<file path="src/rtl/dm_ctrl_pkg.sv">
// Shared types and defaults for the data-memory access controller.
//   state_t     : controller FSM states (IDLE, BUSY_P pipeline access, BUSY_H host access)
//   *_DEF       : default data/address widths, burst limit and ack timeout
//   cntWidth()  : bits needed to hold a counter value 0..maxVal
package dm_ctrl_pkg;

  localparam int DATA_W_DEF      = 16;
  localparam int ADDR_W_DEF      = 8;
  localparam int PIPE_BURST_DEF  = 4;
  localparam int ACK_TIMEOUT_DEF = 15;

  function automatic int cntWidth(input int maxVal);
    return (maxVal < 1) ? 1 : $clog2(maxVal + 1);
  endfunction

  // Width of the ack timeout counter for the default timeout.
  localparam int TMO_W_DEF = cntWidth(ACK_TIMEOUT_DEF);

  typedef enum logic [1:0] {
    IDLE   = 2'd0,
    BUSY_P = 2'd1,
    BUSY_H = 2'd2
  } state_t;

endpackage

</file>
<file path="src/rtl/dm_ack_timer.sv">
// Ack watchdog for one memory access.
//   clk, rst : clock, synchronous active-high reset
//   clr      : hold the count at zero (controller idle)
//   run      : request outstanding and not acked this cycle
//   expire   : combinational; this is the ACK_TIMEOUT-th unacked request cycle
module dm_ack_timer
  import dm_ctrl_pkg::*;
#(
  parameter int ACK_TIMEOUT = ACK_TIMEOUT_DEF
) (
  input  logic clk,
  input  logic rst,
  input  logic clr,
  input  logic run,
  output logic expire
);

  localparam int CW = cntWidth(ACK_TIMEOUT);
  localparam logic [CW-1:0] LAST = CW'(ACK_TIMEOUT - 1);

  logic [CW-1:0] cnt;

  // cnt = number of unacked request cycles already elapsed; the cycle in which
  // it equals ACK_TIMEOUT-1 is the last one allowed.
  always_ff @(posedge clk) begin
    if (rst || clr)                cnt <= '0;
    else if (run && cnt != LAST)   cnt <= cnt + CW'(1);
  end

  assign expire = run && (cnt == LAST);

endmodule

</file>
<file path="src/rtl/dm_access_ctrl.sv">
// Data-memory access controller: arbitrates a single-port, variable-latency DM
// between the MEM stage and a host/loader port and runs the req/ack handshake.
//   clk, rst                          : clock, synchronous active-high reset
//   pipe_rd_i/wr_i/addr_i/wdata_i     : MEM-stage request (level, held while stalled)
//   pipe_rdata_o, pipe_stall_o        : registered read data, combinational stall
//   host_req_i/we_i/addr_i/wdata_i    : host request, held until host_done_o
//   host_done_o, host_rdata_o         : one-cycle completion pulse and read data
//   mem_req_o/we_o/addr_o/wdata_o     : registered DM request, stable until ack/abort
//   mem_ack_i, mem_rdata_i            : DM completion and read data
//   err_o                             : sticky timeout / read+write conflict flag
module dm_access_ctrl
  import dm_ctrl_pkg::*;
#(
  parameter int DATA_WIDTH  = DATA_W_DEF,
  parameter int ADDR_WIDTH  = ADDR_W_DEF,
  parameter int PIPE_BURST  = PIPE_BURST_DEF,
  parameter int ACK_TIMEOUT = ACK_TIMEOUT_DEF
) (
  input  logic                  clk,
  input  logic                  rst,
  input  logic                  pipe_rd_i,
  input  logic                  pipe_wr_i,
  input  logic [ADDR_WIDTH-1:0] pipe_addr_i,
  input  logic [DATA_WIDTH-1:0] pipe_wdata_i,
  output logic [DATA_WIDTH-1:0] pipe_rdata_o,
  output logic                  pipe_stall_o,
  input  logic                  host_req_i,
  input  logic                  host_we_i,
  input  logic [ADDR_WIDTH-1:0] host_addr_i,
  input  logic [DATA_WIDTH-1:0] host_wdata_i,
  output logic                  host_done_o,
  output logic [DATA_WIDTH-1:0] host_rdata_o,
  output logic                  mem_req_o,
  output logic                  mem_we_o,
  output logic [ADDR_WIDTH-1:0] mem_addr_o,
  output logic [DATA_WIDTH-1:0] mem_wdata_o,
  input  logic                  mem_ack_i,
  input  logic [DATA_WIDTH-1:0] mem_rdata_i,
  output logic                  err_o
);

  localparam int BW = cntWidth(PIPE_BURST);
  localparam logic [BW-1:0] BURST_MAX = BW'(PIPE_BURST);

  state_t        state, stateNxt;
  logic          pipeReq, hostReq, busy, ackIn, tmoHit, finish, grantP, grantH;
  logic [BW-1:0] burst;

  assign pipeReq = pipe_rd_i | pipe_wr_i;
  // The host still holds its request during the done cycle; masking it there
  // keeps a completed host access from being granted a second time.
  assign hostReq = host_req_i & ~host_done_o;
  assign busy    = (state != IDLE);
  assign ackIn   = mem_req_o & mem_ack_i;
  assign finish  = busy & (ackIn | tmoHit);

  assign pipe_stall_o = pipeReq & ~((state == BUSY_P) & (ackIn | tmoHit));

  // Timer only counts unacked cycles, so an ack in the last allowed cycle wins.
  dm_ack_timer #(.ACK_TIMEOUT(ACK_TIMEOUT)) uTimer (
    .clk    (clk),
    .rst    (rst),
    .clr    (~busy),
    .run    (busy & ~ackIn),
    .expire (tmoHit)
  );

  always_comb begin
    stateNxt = state;
    grantP   = 1'b0;
    grantH   = 1'b0;
    case (state)
      IDLE: begin
        if (pipeReq && !(hostReq && burst == BURST_MAX)) begin
          stateNxt = BUSY_P;
          grantP   = 1'b1;
        end else if (hostReq) begin
          stateNxt = BUSY_H;
          grantH   = 1'b1;
        end
      end
      BUSY_P, BUSY_H: if (finish) stateNxt = IDLE;
      default: stateNxt = IDLE;
    endcase
  end

  always_ff @(posedge clk) begin
    if (rst) begin
      state        <= IDLE;
      burst        <= '0;
      mem_req_o    <= 1'b0;
      mem_we_o     <= 1'b0;
      mem_addr_o   <= '0;
      mem_wdata_o  <= '0;
      pipe_rdata_o <= '0;
      host_rdata_o <= '0;
      host_done_o  <= 1'b0;
      err_o        <= 1'b0;
    end else begin
      state       <= stateNxt;
      host_done_o <= 1'b0;

      // Request fields are latched only on grant and held for the whole access.
      if (grantP) begin
        mem_req_o   <= 1'b1;
        mem_we_o    <= pipe_wr_i;           // rd+wr together executes as a write
        mem_addr_o  <= pipe_addr_i;
        mem_wdata_o <= pipe_wdata_i;
      end else if (grantH) begin
        mem_req_o   <= 1'b1;
        mem_we_o    <= host_we_i;
        mem_addr_o  <= host_addr_i;
        mem_wdata_o <= host_wdata_i;
      end else if (finish) begin
        mem_req_o   <= 1'b0;
      end

      // Aborted reads return zero.
      if (state == BUSY_P && finish && !mem_we_o)
        pipe_rdata_o <= ackIn ? mem_rdata_i : '0;
      if (state == BUSY_H && finish) begin
        host_rdata_o <= ackIn ? mem_rdata_i : '0;
        host_done_o  <= 1'b1;
      end

      if ((pipe_rd_i && pipe_wr_i) || tmoHit) err_o <= 1'b1;

      // Starvation guard: count pipe grants that jump a waiting host.
      if (!hostReq || grantH)                 burst <= '0;
      else if (grantP && burst != BURST_MAX)  burst <= burst + BW'(1);
    end
  end

endmodule

</file>
<file path="config.mk">
export PLATFORM = sky130hd
export DESIGN_NAME = dm_access_ctrl
export DESIGN_NICKNAME = d
export VERILOG_FILES = /design/src/rtl/dm_ctrl_pkg.sv /design/src/rtl/dm_ack_timer.sv /design/src/rtl/dm_access_ctrl.sv
export SDC_FILE = /design/constraint.sdc
export NUM_CORES = 1
export LEC_CHECK = 0
export CAP_MARGIN = 0
export CORE_MARGIN = 4
export CORE_UTILIZATION = 31
export DETAILED_ROUTE_END_ITERATION = 8
export PLACE_DENSITY = 0.6
export SYNTH_ARGS = -nofsm -noshare
export SYNTH_HDL_FRONTEND = slang
export SYNTH_SLANG_ARGS = --single-unit
</file>
<file path="constraint.sdc">
create_clock -name clk -period 3.6 [get_ports clk]
set_input_delay 0.36 -clock clk [delete_from_list [all_inputs] [get_ports clk]]
set_output_delay 0.36 -clock clk [all_outputs]
set_load 0.05 [all_outputs]
</file>
==> summary.txt, run 1 <==
period utilization - 72.3%
CP startpoint kind - register
I/O Pins - 132
hold buffers post-CTS - 0
CP Max Fanout - 10
Fin Setup TNS - 0 ps
1st-iter DRT viols - 62
HP Start - host_rdata_o[12]
CTS buffer count - 9
remaining antenna violation count - 0
total track usage - 15.1%
clk_lat worst skew - 340 ps
setup bufs post-CTS - 0
die width - 103 um
initial antenna violation count - 0
CP startpoint - state[0]
critical path class - reg -> out
vias in the first global route - 2580
launch point of the worst reg-to-reg path - state[0]
WL/cell - 14.6 um
Setup Skew - 13.3 ps
row count - 34
Max H-tree Level - 3
fin worst setup slack - 996 ps
Hold Fails Final Rpt - 0
slowest cell delay on critical path - 820 ps
gp weighted congestion - 0.754
CTS tree - yes
GRT overflow - 0
core area - 0.00876 mm2
Slew @ Worst Pin - 918 ps
Synth top area share - 49.4%
post-synth top area cell - dfxtp_1
fmax - 0.384 GHz
Slowest-stage cell, CP - clkdlybuf4s50_1
EDFF count, synth - 0
first-pass GRT wire length - 12700 um
via/cell ratio - 4.95
count of cell types in the netlist - 42
maximum vdd ir drop - 0.216 mV
drt total wl - 7980 um
synthesized instance count - 311
Yosys reg bits - 69
P per Cell Area - 485 mW/mm2
CP Cell Sequence - inv_1 -> ha_1 -> o21ai_0 -> a21oi_1 -> clkdlybuf4s50_1
crit path time final - 2600 ps
synth warn - 0
starting density of the core - 31.9%
full die area - 0.0106 mm2
layout net count - 512
# setup viols final - 0
DRC violation count after routing - 0
Async SR Flop Fraction - 0%
Pleak - 1.58 nW
synth top area cells - dfxtp_1 (49%), nand2_1 (9.7%), a31oi_1 (5.8%)
max_slew headroom - 38.7%
Critical Path AT - 2240 ps
IO buf count - 131
Root Buffer - clkbuf_8
share of cells above drive strength 1 - 6.61%
Chip Height - 103 um
Resized cells post-CTS - 0
sequential share of the synthesized area - 49.4%
Hold Path Class - reg -> reg
Post-synth top flop - dfxtp_1
Post-Syn Area - 0.00279 mm2
Sink Count - 69
first-pass iteration count of the detailed router - 6
Antenna Cells - 0
Vias - 2709
crit end category - output pin
Max Buffers Root-to-Sink - 2
Worst Path Required - 3240 ps
Area Growth Syn to Fin - 55.4%
delay-heaviest family, CP - buffers and inverters
Clock transition at path regs - 70 ps
Buf+Inv Stages, Crit Path - 2
RSZ-0062 raised after global routing - false
largest net degree at the start of global routing - 52
syn_nets - 389
status - complete, no violations
dpl ws - 1060 ps
fin. max-slew vios - 0
Post-DP HPWL - 5670 um
Mean Syn Cell Area - 8.98 um2
max_cap viols - 0
-- sequential cells by signal, summed over array words and instances (netlist names) --
name / count
host_rdata_o: 16
mem_addr_o: 8
burst: 3
mem_req_o: 1
state: 2
host_done_o: 1
pipe_rdata_o: 16
uTimer.cnt: 4
mem_we_o: 1
mem_wdata_o: 16
err_o: 1
-- layout make-up --
type	count	area, um2
Clock buffer	10	138
Clock inverter	6	38.8
Fill cell	870	4420
Inverter	7	26.3
Multi-Input combinational cell	212	1280
Sequential cell	69	1380
Tap cell	108	135
Timing Repair Buffer	135	1340
-- routing by layer --
layer	vias to the layer above	wire [um]	GRT usage (%)	part of all wire [%]
li1	1375	-	-	-
met4	0	106	5.38	1.3
met2	100	3640	24.5	46
met1	1224	3470	18.6	43
met3	10	767	5.28	9.6
met5	-	0	0	0
-- worst reg2reg max path: cells and delay by family (launching register included) --
family / cells / cell delay, ps
buffers and inverters: 1 / 90
and+or+nand+nor: 2 / 870
adders and majority gates: 1 / 360
AOI/OAI and AO/OA: 2 / 440
DFF: 1 / 340
-- worst paths after layout --
check	endpoint	cells past startpoint	slack [ps]
worst max register to register	mem_wdata_o[11]	6	1420
worst min register to register	host_rdata_o[12]	1	470
worst min-delay path	host_rdata_o[12]	1	470
worst max-delay path	pipe_stall_o	5	1000
-- power breakdown --
| group | switching (mW) | internal (mW) | total, mW |
|---|---|---|---|
| combinational | 0.430 | 0.252 | 0.682 |
| sequential | 0.0367 | 0.831 | 0.867 |
| clock | 0.291 | 0.266 | 0.557 |
| total | 0.758 | 1.35 | 2.11 |
-- cell usage after synthesis, types with 5 or more instances --
library cell,n
nor2_1,9
dfxtp_1,69
a32o_1,16
inv_1,7
a21oi_1,6
o21ai_0,26
nand2_1,72
ha_1,7
o2bb2ai_1,15
buf_2,5
clkbuf_1,15
a31oi_1,26
-- stage by stage --
| step | cell area (um2) | hold WS [ps] | std cells | utilization, % | total power, mW |
|---|---|---|---|---|---|
| floorplan | 2790 | 453 | 311 | - | 1.32 |
| global placement | 4170 | 445 | 531 | 47.5 | 1.57 |
| detailed placement | 4170 | 450 | 531 | 47.5 | 1.57 |
| CTS | 4340 | 470 | 547 | 49.6 | 2.14 |
| global route | 4340 | 481 | 547 | 49.6 | 2.24 |
| finish | 4340 | 465 | 547 | 49.6 | 2.11 |
-- layout by cell type (no fill, tap or decap), drive strengths merged, types with 3 or more instances in the layout --
cell	count
a21oi	7
a31oi	26
a32o	16
buf	4
clkbuf	10
clkdlybuf4s50	131
clkinv	4
dfxtp	69
ha	7
inv	7
nand2	72
nor2	9
nor3	3
o21a	3
o21ai	26
o2bb2ai	15
-- cells by family after synthesis --
logic type                 after synthesis  synth area share, %
AOI/OAI and AO/OA                      103                 26.8
xor gates and xnor gates                 1                0.314
buffers and inverters                   30                 4.66
DFF                                     69                 49.4
and+or+nand+nor                        101                 15.7
adders and majority gates                7                 3.13
Power figures use the tool's default switching activity.
==> inputs of run 2 (changes only) <==
==> constraint.sdc (replaced) <==
create_clock -name clk -period 2.7 [get_ports clk]
set_input_delay 0.27 -clock clk [delete_from_list [all_inputs] [get_ports clk]]
set_output_delay 0.27 -clock clk [all_outputs]
set_load 0.05 [all_outputs]
==> summary.txt, run 2 (synthesized netlist as in run 1, its figures left out) <==
GRT overflow - 0 (unchanged)
Sink Count - 69 (unchanged)
Fin Setup TNS - 0 ps (unchanged)
Vias - 2714 (was 2709)
first-pass iteration count of the detailed router - 4 (was 6)
GR Util met3 - 5.21% (was 5.28%)
Pwr Total - 2.94 mW (was 2.11 mW)
Setup Skew - 8.37 ps (was 13.3 ps)
share of cells above drive strength 1 - 7.45% (was 6.61%)
layout net count - 516 (was 512)
DRC violation count after routing - 0 (unchanged)
Clock transition at path regs - 80 ps (was 70 ps)
hold_ws - 466 ps (was 465 ps)
status - complete, no violations (unchanged)
WL/cell - 14.6 um (about the same)
Max H-tree Level - 3 (unchanged)
P per Cell Area - 667 mW/mm2 (was 485 mW/mm2)
largest net degree at the start of global routing - 52 (unchanged)
final core utilization - 50.2% (was 49.6%)
remaining antenna violation count - 0 (unchanged)
drt total wl - 8060 um (was 7980 um)
RSZ-0062 raised after global routing - false (unchanged)
crit end category - output pin (unchanged)
critical path class - reg -> out (unchanged)
Hold Fails Final Rpt - 0 (unchanged)
Post-DP HPWL - 5730 um (was 5670 um)
met1 Use GR - 19.1% (was 18.6%)
row count - 34 (unchanged)
Slew @ Worst Pin - 558 ps (was 918 ps)
# setup viols final - 0 (unchanged)
CTS buffer count - 9 (unchanged)
I/O Pins - 132 (unchanged)
total track usage - 15.2% (was 15.1%)
fin. max-slew vios - 0 (unchanged)
CP startpoint - uTimer.cnt[0] (was state[0])
CTS tree - yes (unchanged)
most common cell after layout, fill and taps aside - clkdlybuf4s50_1 (unchanged)
launch point of the worst reg-to-reg path - state[0] (unchanged)
first-pass GRT wire length - 12700 um (about the same)
clk_lat worst skew - 340 ps (about the same)
Critical Path AT - 2220 ps (was 2240 ps)
hold buffers post-CTS - 0 (unchanged)
gp weighted congestion - 0.763 (was 0.754)
CP startpoint kind - register (unchanged)
flop2flop setup slack - 750 ps (was 1420 ps)
Antenna Cells - 0 (unchanged)
Max Buffers Root-to-Sink - 2 (unchanged)
Root Buffer - clkbuf_8 (unchanged)
fmax - 0.402 GHz
die width - 103 um (unchanged)
full die area - 0.0106 mm2 (unchanged)
Area Growth Syn to Fin - 57.5% (was 55.4%)
most frequent cells in the layout - clkdlybuf4s50_1 (131), nand2_1 (72), dfxtp_1 (69) (unchanged)
GR peak layer - met2 (unchanged)
Reg2Reg Depth - 8 (was 6)
vias in the first global route - 2583 (was 2580)
CP Max Fanout - 4 (was 10)
initial antenna violation count - 0 (unchanged)
maximum vdd ir drop - 0.264 mV (was 0.216 mV)
CP Capture Point - pipe_stall_o (unchanged)
1st-iter DRT viols - 83 (was 62)
IO buf count - 131 (unchanged)
core area - 0.00876 mm2 (unchanged)
starting density of the core - 31.9% (unchanged)
Resized cells post-CTS - 0 (unchanged)
via/cell ratio - 4.93 (was 4.95)
biggest regs - host_rdata_o x16, mem_wdata_o x16, pipe_rdata_o x16 (unchanged)
Chip Height - 103 um (unchanged)
RR Endpoint - mem_addr_o[0] (was mem_wdata_o[11])
period utilization - 92.1%
crit path time final - 2490 ps
Worst Path Required - 2430 ps (was 3240 ps)
Hold Path Class - reg -> reg (unchanged)
Pleak - 1.61 nW (was 1.58 nW)
max_slew headroom - 62.7% (was 38.7%)
setup bufs post-CTS - 0 (unchanged)
M2 GR Usage - 23.9% (was 24.5%)
max_cap viols - 0 (unchanged)
==> run 2: cell types whose count changed in the layout (fill, tap and decap cells not counted) <==
| cell | previous run | this run |
|---|---|---|
| clkbuf_8 | 10 | 9 |
| inv_6 | 0 | 3 |
| buf_4 | 4 | 8 |
| bufinv_16 | 0 | 1 |
| clkinvlp_4 | 2 | 1 |
| clkinv_4 | 1 | 2 |
| clkinv_2 | 3 | 0 |
==> run 2: how the worst min path moves through the flow <==
stage                     startpoint          endpoint  slack (ps)  cells after the start
floorplan             mem_rdata_i[0]   host_rdata_o[0]         420                      2
global placement    pipe_rdata_o[12]  pipe_rdata_o[12]         450                      1
detailed placement  host_rdata_o[13]  host_rdata_o[13]         450                      1
CTS                  host_wdata_i[9]    mem_wdata_o[9]         460                      3
global route         host_wdata_i[9]    mem_wdata_o[9]         480                      3
finish              host_rdata_o[13]  host_rdata_o[13]         470                      1
==> run 2: power breakdown <==
part	internal [mW]	total [mW]	switching [mW]
clock	0.439	0.859	0.420
sequential	1.11	1.16	0.0487
combinational	0.343	0.921	0.578
total	1.89	2.94	1.05
==> run 2: area by class of cell <==
type | count | area, um2
inverters | 7 | 26.3
repair buffers | 139 | 1370
clock buffers | 9 | 124
flip-flops and latches | 69 | 1380
fillers | 871 | 4360
multi-input cells | 212 | 1280
clock inverters | 7 | 81.3
well taps | 108 | 135
==> run 2: per-stage QoR <==
step,area [um2],cells,worst slack [ps]
finish,4400,551,212
global route,4400,551,57.9
CTS,4400,551,182
detailed placement,4200,535,441
global placement,4200,535,444
floorplan,2790,311,602
==> run 2: layer usage <==
| metal | up-vias | share of wire (%) |
|---|---|---|
| li1 | 1378 | - |
| met1 | 1216 | 44 |
| met2 | 106 | 45 |
| met3 | 14 | 9.6 |
| met4 | 0 | 1.9 |
| met5 | - | 0 |
==> run 2: worst max-delay path, cell delays in order (launching register included) <==
cell and delay (ps):
dfxtp_1 400, inv_1 60, ha_1 230, nand3_1 140, o21ai_0 90, a21oi_1 150, clkdlybuf4s50_1 810
